$ cat src/rtl/divclk_monitor.sv
// divclk_monitor: measures clk cycles across PERIODS div_clk periods and
// qualifies the divided clock with a lock indication and a sticky error flag.
//
// Ports:
//   clk        in   source clock (also drives the divider under test)
//   rst        in   asynchronous active-low reset
//   en         in   monitor enable, level-sensitive
//   div_clk    in   divided clock under test, treated as asynchronous
//   err_clr    in   single-cycle clear of err (a same-cycle error wins)
//   meas_cnt   out  last completed window length in clk cycles
//   meas_valid out  one-cycle pulse when meas_cnt updates
//   locked     out  LOCK_N consecutive good windows seen
//   err        out  sticky error: bad window or rise timeout

module divclk_monitor #(
    parameter int CNT_W   = 16,
    parameter int PERIODS = 2,
    parameter int EXP_CNT = 7,
    parameter int TOL     = 1,
    parameter int LOCK_N  = 4,
    parameter int TIMEOUT = 64
) (
    input  logic             clk,
    input  logic             rst,
    input  logic             en,
    input  logic             div_clk,
    input  logic             err_clr,
    output logic [CNT_W-1:0] meas_cnt,
    output logic             meas_valid,
    output logic             locked,
    output logic             err
);

    localparam int PW = $clog2(PERIODS + 1);
    localparam int GW = $clog2(LOCK_N + 1);

    localparam logic [PW-1:0]           PER_LAST = PW'(PERIODS - 1);
    localparam logic [GW-1:0]           LOCK_V   = GW'(LOCK_N);
    localparam logic [CNT_W-1:0]        TMO_LAST = CNT_W'(TIMEOUT - 1);
    localparam logic signed [CNT_W:0]   EXP_S    = (CNT_W + 1)'(EXP_CNT);
    localparam logic signed [CNT_W:0]   TOL_S    = (CNT_W + 1)'(TOL);

    typedef enum logic [1:0] {
        IDLE,
        ARM,
        MEAS
    } state_t;

    state_t           state_q;
    logic             sync1_q;
    logic             sync2_q;
    logic             sync3_q;
    logic [CNT_W-1:0] cyc_q;
    logic [CNT_W-1:0] tmo_q;
    logic [PW-1:0]    per_q;
    logic [GW-1:0]    good_q;
    logic [CNT_W-1:0] meas_cnt_q;
    logic             valid_q;
    logic             locked_q;
    logic             err_q;

    logic             rise;
    logic [CNT_W-1:0] win_cnt_d;
    logic signed [CNT_W:0] diff;
    logic             win_good;
    logic             tmo_hit;
    logic [GW-1:0]    good_d;

    always_comb begin
        rise = sync2_q & ~sync3_q;
        // Length of the window if it closes this cycle: cyc_q counts the
        // edges already elapsed since the opening rise, this edge adds one.
        win_cnt_d = (cyc_q == '1) ? cyc_q : cyc_q + 1'b1;
        diff = $signed({1'b0, win_cnt_d}) - EXP_S;
        win_good = (diff <= TOL_S) && (diff >= -TOL_S);
        // A rise on the timeout cycle takes priority over the timeout.
        tmo_hit = !rise && (tmo_q == TMO_LAST);
        good_d = (good_q == LOCK_V) ? good_q : good_q + 1'b1;
    end

    always_ff @(posedge clk or negedge rst) begin
        if (!rst) begin
            state_q    <= IDLE;
            sync1_q    <= 1'b0;
            sync2_q    <= 1'b0;
            sync3_q    <= 1'b0;
            cyc_q      <= '0;
            tmo_q      <= '0;
            per_q      <= '0;
            good_q     <= '0;
            meas_cnt_q <= '0;
            valid_q    <= 1'b0;
            locked_q   <= 1'b0;
            err_q      <= 1'b0;
        end else begin
            sync1_q <= div_clk;
            sync2_q <= sync1_q;
            sync3_q <= sync2_q;
            valid_q <= 1'b0;
            // Any error set below overrides this clear.
            if (err_clr) begin
                err_q <= 1'b0;
            end
            if (!en) begin
                state_q  <= IDLE;
                locked_q <= 1'b0;
                good_q   <= '0;
                cyc_q    <= '0;
                tmo_q    <= '0;
                per_q    <= '0;
            end else begin
                unique case (state_q)
                    IDLE: begin
                        state_q <= ARM;
                        tmo_q   <= '0;
                    end
                    ARM: begin
                        if (rise) begin
                            state_q <= MEAS;
                            cyc_q   <= '0;
                            per_q   <= '0;
                            tmo_q   <= '0;
                        end else if (tmo_hit) begin
                            err_q    <= 1'b1;
                            locked_q <= 1'b0;
                            good_q   <= '0;
                            tmo_q    <= '0;
                        end else begin
                            tmo_q <= tmo_q + 1'b1;
                        end
                    end
                    MEAS: begin
                        cyc_q <= win_cnt_d;
                        if (rise) begin
                            tmo_q <= '0;
                            if (per_q == PER_LAST) begin
                                // Close and reopen on the same rise.
                                per_q      <= '0;
                                cyc_q      <= '0;
                                meas_cnt_q <= win_cnt_d;
                                valid_q    <= 1'b1;
                                if (win_good) begin
                                    good_q   <= good_d;
                                    locked_q <= (good_d == LOCK_V);
                                end else begin
                                    good_q   <= '0;
                                    locked_q <= 1'b0;
                                    err_q    <= 1'b1;
                                end
                            end else begin
                                per_q <= per_q + 1'b1;
                            end
                        end else if (tmo_hit) begin
                            state_q  <= ARM;
                            err_q    <= 1'b1;
                            locked_q <= 1'b0;
                            good_q   <= '0;
                            tmo_q    <= '0;
                        end else begin
                            tmo_q <= tmo_q + 1'b1;
                        end
                    end
                    default: state_q <= IDLE;
                endcase
            end
        end
    end

    assign meas_cnt   = meas_cnt_q;
    assign meas_valid = valid_q;
    assign locked     = locked_q;
    assign err        = err_q;

endmodule

$ cat config.mk
export PLATFORM = sky130hd
export DESIGN_NAME = divclk_monitor
export DESIGN_NICKNAME = d
export VERILOG_FILES = /design/src/rtl/divclk_monitor.sv
export SDC_FILE = /design/constraint.sdc
export NUM_CORES = 1
export LEC_CHECK = 0
export CORE_MARGIN = 4
export CORE_UTILIZATION = 40
export CTS_CLUSTER_DIAMETER = 80
export DETAILED_ROUTE_END_ITERATION = 7
export SLEW_MARGIN = 20
export SYNTH_ARGS = -nofsm -noshare
export SYNTH_HDL_FRONTEND = slang
export SYNTH_SLANG_ARGS = --single-unit
$ cat constraint.sdc
create_clock -name clk -period 11.6 [get_ports clk]
set_input_delay 2.32 -clock clk [delete_from_list [all_inputs] [get_ports clk]]
set_output_delay 2.32 -clock clk [all_outputs]
set_load 0.02 [all_outputs]
---- After elaboration in Yosys (flattened, before gate mapping) ----
Cells that the tools add are included.
word-level totals
  register bits after elaboration ......... 61
  output and inout port bits .............. 19
  word-level logic and storage cells ...... 93
  input port bits ......................... 5
cells by class
  reduce and logical (&&, ||, !) cells .... 10
  equal/unequal tests ..................... 15
  $add $sub $neg .......................... 5
  magnitude comparators ................... 2
  bitwise logic cells ..................... 2
  multiplexer cells ....................... 47
operator list
  operator                                               number
  two-way mux 16 bit                                     8
  one-hot mux 16 bit (2 select lines)                    2
  adder 16 x 1 -> 16 bit (second input constant)         2
  two-way mux 3 bit                                      7
  >= comparator 17 x 1 -> 1 bit (second input constant)  1
  <= comparator 17 x 2 -> 1 bit (second input constant)  1
  two-way mux 1 bit                                      17
  subtractor 16 x 3 -> 17 bit (second input constant)    1
  equality test 16 bit (second input constant)           1
  equality test 16 x 6 -> 1 bit (second input constant)  1
  two-way mux 2 bit                                      8
  != test 3 bit (second input constant)                  5
  AND reduction 3 bit                                    3
  equality test 3 bit (second input constant)            2
  one-hot mux 2 bit (3 select lines)                     1
  one-hot mux 3 bit (2 select lines)                     1
  equality test 2 x 1 -> 1 bit (second input constant)   2
  != test 4 bit (second input constant)                  1
  one-hot mux 1 bit (2 select lines)                     2
  one-hot mux 2 bit (2 select lines)                     1
  AND reduction 4 bit                                    1
  adder 3 x 1 -> 3 bit (second input constant)           1
  != test 3 x 1 -> 1 bit (second input constant)         1
  != test 3 x 2 -> 1 bit (second input constant)         1
  9 further kinds                                        10

---- Longest topological paths before layout ----
  depth in word-level cells ............... 10
  depth in mapped cells ................... 20
  mapped depth without buffers ............ 18

---- Worst setup path before layout ----
Ideal clock, no wire load.
  path type ............................... flip-flop to flip-flop
  start ................................... register cyc_q[1]
  end ..................................... register err_q (netlist: err)
  buffers on the path ..................... 2
  arrival time ............................ 4076 ps
  setup slack ............................. 7442 ps
  period minus slack after synthesis ...... 4158 ps
  setup time .............................. 82 ps
  cell stages (with the launch flop) ...... 21
  cell sequence ........................... dfrtp_1 > ha_1 > and4_1 > buf_6 > nand4_1 > buf_2 > nor2_1 > a21oi_1 > ha_1 > nand2_2 > and3b_4 > and2_4 > o22ai_2 > nand3_1 > nor3b_1 > ha_1 > xor2_1 > o21a_1 > o32a_2 > or3_1 > a31oi_1
on the way
  longest elaborated chain between the ends .. 10
  elaborated cells on any way between the ends .. 12
  classes of those cells .................. add/sub: 2; order compare: 2; eq/ne: 1; mux: 6; reduce/logical: 1
RTL lines
  what                                                                            line  source
  start, declared                                                                 53    logic [CNT_W-1:0] cyc_q;
  start signal, assigned                                                          133   cyc_q <= win_cnt_d;
  adder 16 x 1 -> 16 bit or equality test 16 bit (tied branches)                  73    win_cnt_d = (cyc_q == '1) ? cyc_q : cyc_q + 1'b1;
  two-way mux 16 bit (*)                                                          73
  via win_cnt_d[1]                                                                63    logic [CNT_W-1:0] win_cnt_d;
  subtractor 16 x 3 -> 17 bit (*)                                                 74    diff = $signed({1'b0, win_cnt_d}) - EXP_S;
  <= comparator 17 x 2 -> 1 bit or >= comparator 17 x 1 -> 1 bit (tied branches)  75    win_good = (diff <= TOL_S) && (diff >= -TOL_S);
  logical AND 1 bit (*)                                                           75
  two-way mux 1 bit (*)                                                           142   if (win_good) begin
  two-way mux 1 bit (*)                                                           136   if (per_q == PER_LAST) begin
  two-way mux 1 bit (*)                                                           134   if (rise) begin
  one-hot mux 1 bit (2 select lines) (*)                                          112   unique case (state_q)
  two-way mux 1 bit (*)                                                           104   if (!en) begin
  end signal, assigned                                                            102   err_q <= 1'b0;
  end signal, assigned                                                            124   err_q <= 1'b1;
  end signal, assigned                                                            148   err_q <= 1'b1;
  end, declared                                                                   60    logic err_q;
Mark *: on every way through the listed nets, which the timed path passes. The rest lies on a longest branch.
A chain may end at the register's enable or synchronous reset.

---- Worst setup path after layout ----
  start ................................... register cyc_q[0]
  end ..................................... register err_q (netlist: err)
Same word-level chain as after synthesis.

==> metrics <==
Cells after Synth 501; Final Skew 8.62 ps; Tcrit/Tclk final 44.5%; Critical Path End Type flip-flop; initial antenna violation count 0; WP buf/inv 0; final net count 526; YS warnings 0; CP Cell Sequence ha_1 -> and4_1 -> nand4_1 -> a21oi_1 -> ha_1 -> xor2_1 -> o2111ai_1 -> nor3_1 -> nand3_1 -> nor3b_1 -> ha_1 -> xor2_1 -> o21a_1 -> o32a_2 -> or3_1 -> a31oi_1; final worst slack 6430 ps; CP required 11870 ps; Hold Vio Cnt, Final 0; HP Class reg2reg; worst reg-to-reg path cell count 16; number of enable flip-flop cells after synthesis 0; combinational share of power 20.9%; worst slew margin relative to its limit 39.1%; switching power share of the total 30.6%; clk slew on worst S/H paths 70 ps; # rows 37; Die ar. 0.0123 mm²; most common cell after layout, fill and taps aside nand2_1; register bit total from synthesis 61; CTS max path bufs 2; CP Depth 16; Final HPWL DP 7.75 mm; routed len/inst 16.6 µm; Num CTS Buffers 9; final wirelength 10.8 mm; clk_lat worst skew 350 ps; Fin Setup TNS 0 ps; kind of cell adding the most delay to the critical path simple AND/OR/NAND/NOR gates; CP peak stage delay 530 ps; critical path launch point type flip-flop; Post-Syn Nets 517; drt via density 5.86; Worst Tran Pin Value 909 ps; Layout Cells excl Fill 651; Post-synth ARST share 100%; Reg power frac 40.5%; initial DRC count 201; Psw 0.000172 W; PostCTS Resize Cnt 0; Die Y 111 µm; Placed Cells incl. Taps 635; Hold Buf Count CTS 0; CTS tree built; H-tree Lvls 3; Tmin final 5170 ps; Clk pwr share 38.6%; number of global-route vias before repair 3748; final setup fails 0; most frequent cells in the layout nand2_1, dfrtp_1, o21ai_0; drt first pass iters 7; fmax 0.194 GHz; global-route wire length before repair 18.4 mm; cell internal power dissipation 0.000390 W; Placement Setup Slack 6480 ps; Crit Path Max Fanout 11; Hold Worst Slack 350 ps; count of pins over their slew limit 0; postcts setup bufs 0; syn_area_per_cell 8.42 µm²; core area 0.0103 mm²; Detail Route Antenna Nets 0; I/O Buffers 23; post-synthesis sequential area ratio 36.2%; Multi-input gate area 0.00251 mm²; Die X 111 µm; RSZ-0062 raised after global routing no; largest net degree at the start of global routing 62; Overflow after GRT 0; Mapped Area 0.00422 mm²; GRT Overall Usage 17.9%; Pleak 1.97 nW; Synth Flop Type dfrtp_1; Fillers 1015; register area 0.00153 mm²; share of layout cells above drive strength 1 10.7%; hold path cells 0; P per Cell Area 119 mW/mm²; GPL Wtd Cong 0.906; Area Growth Syn to Fin 11.9%; most frequent CP cell ha_1; root buf cell clkbuf_8; CTS Sinks 61; Post-route DRC 0; Via Count 3815; Max stage delay cell, worst path dfrtp_1; arrival time worst endpoint 5430 ps; Initial Util 41.0%; MaxCap Viol Count 0; IO Count 24; n_diodes 0; count of different cell masters after synthesis 71; Crit Path Class reg2reg; Max VDD drop 109 µV; status completed
==> final cells by class <==
| type | instances | area share [%] |
|---|---|---|
| clock buffers | 13 | 3.37 |
| clock inverters | 3 | 1.43 |
| inverters | 11 | 0.875 |
| multi-input cells | 402 | 53.3 |
| flip-flops and latches | 61 | 32.3 |
| well taps | 136 | 3.61 |
| repair buffers | 25 | 5.09 |
==> metrics by stage <==
stage / cell area (µm²) / util, % / power (W)
floorplan: 4220 / - / 0.000313
global placement: 4490 / 43.7 / 0.000345
detailed placement: 4490 / 43.7 / 0.000348
CTS: 4720 / 45.9 / 0.000569
global route: 4720 / 45.9 / 0.000594
finish: 4720 / 45.9 / 0.000561
==> synthesized netlist by cell type (all sizes together) (2+ instances only) <==
| library cell | count | area, µm² |
|---|---|---|
| o31ai | 9 | 67.6 |
| o41ai | 2 | 43.8 |
| or3 | 4 | 25.0 |
| xnor2 | 9 | 78.8 |
| a21o | 2 | 15.0 |
| nand3 | 21 | 120 |
| or2 | 3 | 18.8 |
| nand2 | 81 | 307 |
| nand4 | 13 | 109 |
| a22o | 4 | 37.5 |
| o21ai | 52 | 260 |
| inv | 10 | 37.5 |
| o211ai | 2 | 15.0 |
| mux2i | 5 | 50.1 |
| nand2b | 6 | 37.5 |
| nor2b | 5 | 31.3 |
| a31oi | 7 | 43.8 |
| buf | 15 | 95.1 |
| nor3 | 20 | 100 |
| a21boi | 2 | 15.0 |
| nor2 | 29 | 109 |
| and4 | 6 | 55.1 |
| a41oi | 3 | 33.8 |
| nor4 | 5 | 37.5 |
| a22oi | 3 | 22.5 |
| and2 | 10 | 65.1 |
| nor3b | 4 | 35.0 |
| ha | 11 | 138 |
| dfrtp | 61 | 1530 |
| o2111ai | 2 | 17.5 |
| o21a | 3 | 22.5 |
| clkbuf | 12 | 45.0 |
| nand3b | 3 | 22.5 |
| a211oi | 3 | 27.5 |
| mux2 | 9 | 101 |
| and3 | 12 | 75.1 |
| xor2 | 8 | 70.1 |
| a2111oi | 2 | 23.8 |
| o22ai | 3 | 25.0 |
| a31o | 2 | 17.5 |
| a21oi | 27 | 146 |
==> state kept, by name (all words and copies together) (netlist names) <==
signal	count
cyc_q	16
err	1
good_q	3
locked	1
meas_cnt	16
meas_valid	1
per_q	2
state_q	2
sync1_q	1
sync2_q	1
sync3_q	1
tmo_q	16
==> path summary, 6_finish.rpt <==
check                            end      from  slack, ps
max                              err  cyc_q[0]       6430
min                          sync2_q   sync1_q        350
max reg2reg                      err  cyc_q[0]       6430
min reg2reg                  sync2_q   sync1_q        350
max in group asynchronous   tmo_q[8]       rst       8960
min in group asynchronous  cyc_q[10]       rst       2140
==> power groups by stage <==
stage | clock network (W) | registers [W] | logic [W]
floorplan | 0 | 0.000228 | 0.0000850
global placement | 0 | 0.000230 | 0.000114
detailed placement | 0 | 0.000231 | 0.000116
CTS | 0.000224 | 0.000227 | 0.000117
global route | 0.000234 | 0.000228 | 0.000132
finish | 0.000217 | 0.000227 | 0.000117
==> cell families after synthesis <==
logic type | share of synthesized area [%]
AND/OR/NAND/NOR | 28.0
flip-flops | 36.2
buffers and inverters | 4.30
AO/OA/AOI/OAI | 21.1
multiplexers | 3.59
adder cells (fa/ha/maj) | 3.26
XOR/XNOR | 3.53
==> routing by layer <==
metal  wire length, µm  part of all wire, %  GRT usage [%]  vias up
met1              4760                   44           22.4     1811
met5                 0                    0              0        -
met4               322                  3.0           6.90        0
met3               668                  6.2           4.42       26
met2              5060                   47           29.8      135
li1                  -                    -              -     1843
Note: power is estimated with default switching activity, not from simulation.
